--- src/rtl/fwd_pkg.sv ---
// Purpose: shared types for operand forwarding (tracked slot record, select encoding).
// Latency: declarations only, no timing.
// Backpressure: none.
package fwd_pkg;

  // Widest register address any instance may use; slot rd is stored at this width.
  localparam int REG_AW_MAX = 8;

  // Forward-select code meaning "operand comes from the register file".
  localparam int FWD_SEL_RF = 0;

  // One tracked downstream instruction.
  typedef struct packed {
    logic                  valid;
    logic                  wen;
    logic                  is_load;
    logic [REG_AW_MAX-1:0] rd;
  } slot_t;

  // Slot k is reported on the select output as k+1 (0 is reserved for the regfile).
  function automatic int fwd_sel_of_slot(input int k);
    return k + 1;
  endfunction

endpackage

--- src/rtl/fwd_src_resolve.sv ---
// Purpose: youngest-first match of one source register against the tracked slots.
// Latency: purely combinational.
// Backpressure: raises hazard when the youngest producer's data is not yet valid.
module fwd_src_resolve
  import fwd_pkg::*;
#(
  parameter int DATA_W   = 32,
  parameter int REG_AW   = 5,
  parameter int DEPTH    = 3,
  parameter int LOAD_LAT = 1,
  parameter int SEL_W    = $clog2(DEPTH + 1)
) (
  input  logic [REG_AW-1:0]       rs,
  input  logic [DATA_W-1:0]       rf_data,
  input  slot_t [DEPTH-1:0]       slots,
  input  logic [DEPTH*DATA_W-1:0] stage_data,
  output logic [DATA_W-1:0]       operand,
  output logic [SEL_W-1:0]        sel,
  output logic                    hazard
);

  logic found;

  // Scan from slot0 upward; the first match is the youngest producer and shadows older ones.
  always_comb begin
    operand = rf_data;
    sel     = SEL_W'(FWD_SEL_RF);
    hazard  = 1'b0;
    found   = 1'b0;
    if (rs == '0) begin
      // r0 is hard-wired to zero and never forwarded.
      operand = '0;
    end else begin
      for (int k = 0; k < DEPTH; k++) begin
        if (!found && slots[k].valid && slots[k].wen &&
            slots[k].rd == REG_AW_MAX'(rs)) begin
          found = 1'b1;
          if (!slots[k].is_load || k >= LOAD_LAT) begin
            operand = stage_data[k*DATA_W +: DATA_W];
            sel     = SEL_W'(fwd_sel_of_slot(k));
          end else begin
            hazard = 1'b1;
          end
        end
      end
    end
  end

endmodule

--- src/rtl/operand_fwd_unit.sv ---
// Purpose: tracks in-flight destinations, forwards ID operands, detects load-use hazards.
// Latency: 1 cycle from ID resolution to ex_src/ex_fwd_sel; stall_out is combinational.
// Backpressure: stall_out holds ID/IF and injects a bubble; hold_in freezes all state.
module operand_fwd_unit
  import fwd_pkg::*;
#(
  parameter int DATA_W   = 32,
  parameter int REG_AW   = 5,
  parameter int DEPTH    = 3,
  parameter int NUM_SRC  = 2,
  parameter int LOAD_LAT = 1,
  parameter int SEL_W    = $clog2(DEPTH + 1)
) (
  input  logic                      clk,
  input  logic                      rst,
  input  logic                      hold_in,
  input  logic                      flush_in,
  input  logic                      id_valid,
  input  logic                      id_wen,
  input  logic                      id_is_load,
  input  logic [REG_AW-1:0]         id_rd,
  input  logic [NUM_SRC*REG_AW-1:0] id_rs,
  input  logic [NUM_SRC*DATA_W-1:0] rf_data,
  input  logic [DEPTH*DATA_W-1:0]   stage_data,
  output logic                      stall_out,
  output logic [NUM_SRC*DATA_W-1:0] ex_src,
  output logic [NUM_SRC*SEL_W-1:0]  ex_fwd_sel
);

  // REG_AW must not exceed REG_AW_MAX; rd is zero-extended into the slot record.
  slot_t [DEPTH-1:0]         slots;
  logic [NUM_SRC-1:0]        src_hazard;
  logic [NUM_SRC*DATA_W-1:0] res_src;
  logic [NUM_SRC*SEL_W-1:0]  res_sel;
  logic                      bubble;

  for (genvar s = 0; s < NUM_SRC; s++) begin : g_src
    fwd_src_resolve #(
      .DATA_W   (DATA_W),
      .REG_AW   (REG_AW),
      .DEPTH    (DEPTH),
      .LOAD_LAT (LOAD_LAT),
      .SEL_W    (SEL_W)
    ) u_resolve (
      .rs         (id_rs[s*REG_AW +: REG_AW]),
      .rf_data    (rf_data[s*DATA_W +: DATA_W]),
      .slots      (slots),
      .stage_data (stage_data),
      .operand    (res_src[s*DATA_W +: DATA_W]),
      .sel        (res_sel[s*SEL_W +: SEL_W]),
      .hazard     (src_hazard[s])
    );
  end

  // A killed instruction cannot cause a stall; empty slots (e.g. under reset) never do.
  assign stall_out = id_valid & ~flush_in & (|src_hazard);

  // Flush or stall both send a bubble down the pipe instead of the ID instruction.
  assign bubble = flush_in | stall_out;

  // Destination tracker: shift one slot per unfrozen cycle, oldest slot falls off the end.
  always_ff @(posedge clk or posedge rst) begin
    if (rst) begin
      slots <= '0;
    end else if (!hold_in) begin
      for (int k = DEPTH - 1; k >= 1; k--) begin
        slots[k] <= slots[k-1];
      end
      if (bubble) begin
        slots[0] <= '0;
      end else begin
        slots[0].valid   <= id_valid;
        slots[0].wen     <= id_wen;
        slots[0].is_load <= id_is_load;
        slots[0].rd      <= REG_AW_MAX'(id_rd);
      end
    end
  end

  // ID/EX operand registers: zeroed on bubble, loaded with resolved operands otherwise.
  always_ff @(posedge clk or posedge rst) begin
    if (rst) begin
      ex_src     <= '0;
      ex_fwd_sel <= '0;
    end else if (!hold_in) begin
      if (bubble) begin
        ex_src     <= '0;
        ex_fwd_sel <= '0;
      end else begin
        ex_src     <= res_src;
        ex_fwd_sel <= res_sel;
      end
    end
  end

endmodule

--- config.mk ---
export PLATFORM = sky130hd
export DESIGN_NAME = operand_fwd_unit
export DESIGN_NICKNAME = d
export VERILOG_FILES = /design/src/rtl/fwd_pkg.sv /design/src/rtl/fwd_src_resolve.sv /design/src/rtl/operand_fwd_unit.sv
export SDC_FILE = /design/constraint.sdc
export NUM_CORES = 1
export LEC_CHECK = 0
export CORE_ASPECT_RATIO = 0.8
export CORE_MARGIN = 1.5
export CORE_UTILIZATION = 40
export CTS_BUF_LIST = sky130_fd_sc_hd__clkbuf_8
export CTS_CLUSTER_DIAMETER = 150
export DETAILED_ROUTE_END_ITERATION = 16
export HOLD_SLACK_MARGIN = 0.06
export PLACE_DENSITY_LB_ADDON = 0.08
export SLEW_MARGIN = 20
export SYNTH_ARGS = -nofsm -noshare
export SYNTH_HDL_FRONTEND = slang
export SYNTH_HIERARCHICAL = 1
export SYNTH_SLANG_ARGS = --single-unit
--- constraint.sdc ---
create_clock -name clk -period 3.24 [get_ports clk]
set_clock_uncertainty 0.15 [all_clocks]
set_input_delay 0.81 -clock clk [delete_from_list [all_inputs] [get_ports clk]]
set_output_delay 0.81 -clock clk [all_outputs]
set_load 0.01 [all_outputs]
Yosys cells after proc, flatten, opt, wreduce, memory -nomap -nowiden
Cells that the tools add are included.
{"block": "totals", "wordCells": 79, "output_inout_bits": 69, "input_bits": 182, "register_bits": 99}
{"block": "classes", "n_mux": 35, "reduce_logical": 22, "n_bitwise": 4, "eq_ne": 6}
{"op": "$mux W32", "count": 10}
{"op": "$mux W64", "count": 1}
{"op": "$eq A8 B5 Y1", "count": 6}
{"op": "$mux W2", "count": 8}
{"op": "$logic_and A1 B1 Y1", "count": 15}
{"op": "$mux W1", "count": 14}
{"op": "$mux W11", "count": 1}
{"op": "$logic_not A5 Y1", "count": 2}
{"op": "$logic_not A1 Y1", "count": 4}
{"op": "$mux W4", "count": 1}
{"op": "$and A1 B1 Y1", "count": 2}
{"op": "$reduce_or A2 Y1", "count": 1}
{"op": "$not A1 Y1", "count": 1}
{"op": "$or A1 B1 Y1", "count": 1}

Depth between registers and ports, before layout
{"block": "depth", "ltp_word": 17, "ltp_mapped": 9, "depth_no_buf": 7}

Modules after synthesis
The synthesis kept the hierarchy.
{"module": "operand_fwd_unit", "area_per_inst_um2": 3395.8, "n_inst": 1, "seq_area_each_um2": 2302.2, "cells_each": 218}
{"module": "fwd_src_resolve", "area_per_inst_um2": 1288.7, "n_inst": 2, "seq_area_each_um2": 0.0, "cells_each": 178}

Worst setup path before layout
Ideal clock, no wire load.
{"block": "synth_timing", "path_kind": "input port to output port", "start": "input port id_rs[9]", "end": "output port stall_out", "slack_ns": -0.044, "n_path_buf": 0, "path_stages": 6, "arrival_ns": 2.324, "required_time_ns": 2.280, "path_cell_list": "xnor2_1 or4b_2 nor2_1 and3_1 nor2_1 nor2_1"}
{"block": "synth_via", "elab_chain_len": 6, "elab_cells_between_ends": 7, "cone_classes": "1 x eq/ne; 2 x mux; 1 x bitwise; 3 x reduce/logical"}
{"element": "from (decl)", "line_no": "operand_fwd_unit.sv:22", "text": "input logic [NUM_SRC*REG_AW-1:0] id_rs,"}
{"element": "$eq A8 B5 Y1", "line_no": "fwd_src_resolve.sv:36", "text": "slots[k].rd == REG_AW_MAX'(rs)) begin"}
{"element": "$logic_and A1 B1 Y1", "line_no": "fwd_src_resolve.sv:35", "text": "if (!found && slots[k].valid && slots[k].wen &&"}
{"element": "$mux W1", "line_no": "fwd_src_resolve.sv:35"}
{"element": "$mux W1 *", "line_no": "fwd_src_resolve.sv:30", "text": "if (rs == '0) begin"}
{"element": "named net src_hazard[1]", "line_no": "operand_fwd_unit.sv:32", "text": "logic [NUM_SRC-1:0] src_hazard;"}
{"element": "$reduce_or A2 Y1 *", "line_no": "operand_fwd_unit.sv:56", "text": "assign stall_out = id_valid & ~flush_in & (|src_hazard);"}
{"element": "$and A1 B1 Y1 *", "line_no": "operand_fwd_unit.sv:56"}
{"element": "to (decl)", "line_no": "operand_fwd_unit.sv:25", "text": "output logic stall_out,"}
The timed path passes the listed nets; every way through them passes the cells marked *.

Worst setup path in the final report
{"block": "layout_timing", "start": "input port id_rs[2]", "end": "output port stall_out"}
Same word-level chain as after synthesis.

==> results <==
-- through the flow --
stage | instances | utilization [%] | setup slack (ns) | area (µm²)
final | 1059 | 65.5 | 0.0665 | 9390
after floorplan | 599 | - | 0.0511 | 6020
after global routing | 1059 | 65.5 | 0.00374 | 9390
after global placement | 1039 | 63.4 | -0.786 | 9100
after detailed placement | 1039 | 63.4 | -0.840 | 9100
after CTS | 1058 | 65.4 | 0.00132 | 9380
-- power groups by stage --
stage	combinational (mW)	sequential, mW	clock, mW
global placement	0.803	1.32	0
CTS	0.822	1.30	0.938
detailed placement	0.816	1.32	0
finish	0.822	1.30	0.911
global route	0.875	1.31	0.976
floorplan	0.284	1.33	0
-- timing repair --
item,4_1_cts,5_1_grt
buffers inserted,4,1
resized for setup,24,12
pin swaps,8,13
setup endpoints to repair,1,1
-- area by class of cell --
class / count / share of cell area (%)
Inverter: 3 / 0.160
Timing Repair Buffer: 321 / 33.5
Clock inverter: 6 / 1.15
Multi-Input combinational cell: 446 / 37.5
Tap cell: 184 / 2.45
Sequential cell: 90 / 24.0
Clock buffer: 9 / 1.32
-- layer usage --
| metal | vias to the layer above | GRT usage (%) |
|---|---|---|
| met1 | 3326 | 41.7 |
| li1 | 2929 | - |
| met2 | 397 | 47.4 |
| met4 | 0 | 8.82 |
| met5 | - | 0 |
| met3 | 45 | 7.48 |
-- worst max-delay path: stages --
cell and delay [ns]:
clkdlybuf4s15_1 0.22, xor2_2 0.18, or3_4 0.39, nor2_4 0.12
and3_4 0.20, nor2_1 0.04, nor2_1 0.10, buf_2 0.14
-- path summary, 6_finish.rpt --
check,to,cells after the start
worst max-delay path,stall_out,8
max in group asynchronous,ex_src[13]$_DFFE_PP0N_,3
min in group asynchronous,ex_fwd_sel[1]$_DFFE_PP0N_,3
worst max register to register,ex_src[9]$_DFFE_PP0N_,9
worst min-delay path,ex_src[54]$_DFFE_PP0N_,1
worst min register to register,ex_src[54]$_DFFE_PP0N_,1
-- registers in the layout, summed over array words and instances (netlist names) --
signal      cells
ex_src         64
slots          22
ex_fwd_sel      4
==> run metrics <==
run status finished, final reports clean; CTS Buf Count 9; critical path class input pin to output pin; row count 39; vias in the first global route 6,584; die width 139 µm; DRT Pass-1 Iters 5; Sw Pwr slightly above 0.8 mW; synthesized area 5900 µm²; cts hold-fix bufs 0; worst hold path startpoint ex_src[54]$_DFFE_PP0N_; DP Wirelength 17,400 µm; Sequential Area 2250 µm²; YS warnings 6; share of cells above drive strength 1 17.0%; sum of negative setup slack 0 ns; DR WL met3 2280 µm; DRC marker count from the first detailed-route iteration ~640; Final #Nets between 1,000 and 1,500; per-cell routed wire length 22.5 µm; final setup vio count 0; die area 15,500 µm²; r2r setup slk 0.32 ns; Area Overhead vs Synth 59.2%; CTS Buffer Depth 2; critical path launch point id_rs[2]; first-pass GRT wire length about 37,000 µm; relative slew slack around 46%; antenna-violating nets left 0; CP Max Fanout 2; CTS tree yes; Tmin final 3.17 ns; Arrival @ worst endpoint 2.21 ns; area taken by multi-input logic gates 3520 µm²; routed length on met2 approximately 11,000 µm; CTS sink count 90; actual slew at the worst max-slew pin 0.812 ns; highest metal used met4; routability cong. approximately 0.93; Initial Utilization 41.1%; initial antenna violation count 0; RSZ-0062 raised after global routing false; fmax 0.315 GHz; CP Capture Type output pin; final WL 23,800 µm; most common cell after layout, fill and taps aside clkdlybuf4s50_1; Static Leak 3.79 nW; ant diodes 0; gr usage total 30.3%; cells after synthesis 570; overflow left after global routing 0; clock share of power 30.0%; Skew-Pair Late Insertion Delay about 0.38 ns; port buffer count 250; Vias/cell 6.32; DR vias roughly 6,700; Gate power share 27.1%; # IOs 251; PwrDens 323 nW/µm²; maximum VDD drop 222 µV; drt drc 0; Final Hold Vio Count 0; Reg2Reg Launch Point slots[1]$_DFFE_PP0N_; Syn Area/Cell ~10 µm²; height of the die 112 µm; Final Power between 3 and 4 mW; MaxCap Viol Count 0; H-tree depth 3; Tightest Hold Check Type flip-flop to flip-flop; worst hold slack 0.345 ns; Final period util between 90% and 100%; CORE AREA 14,300 µm²; register share of total power 42.9%; Critical Path RT 2.28 ns; CTS clk-pin slew, worst paths 0.09 ns; max-slew violations 0; commonest cells after routing, fill and taps aside 238 x clkdlybuf4s50_1, 108 x a22oi_1, 90 x dfrtp_1; switching power share of the total between 20% and 30%; M1 WL 10,100 µm; CTS root buffer clkbuf_8; Fill cells 1,182; internal power between 2 and 2.5 mW; CP startpoint kind input pin; largest net degree at the start of global routing 91
Power figures use the tool's default switching activity.
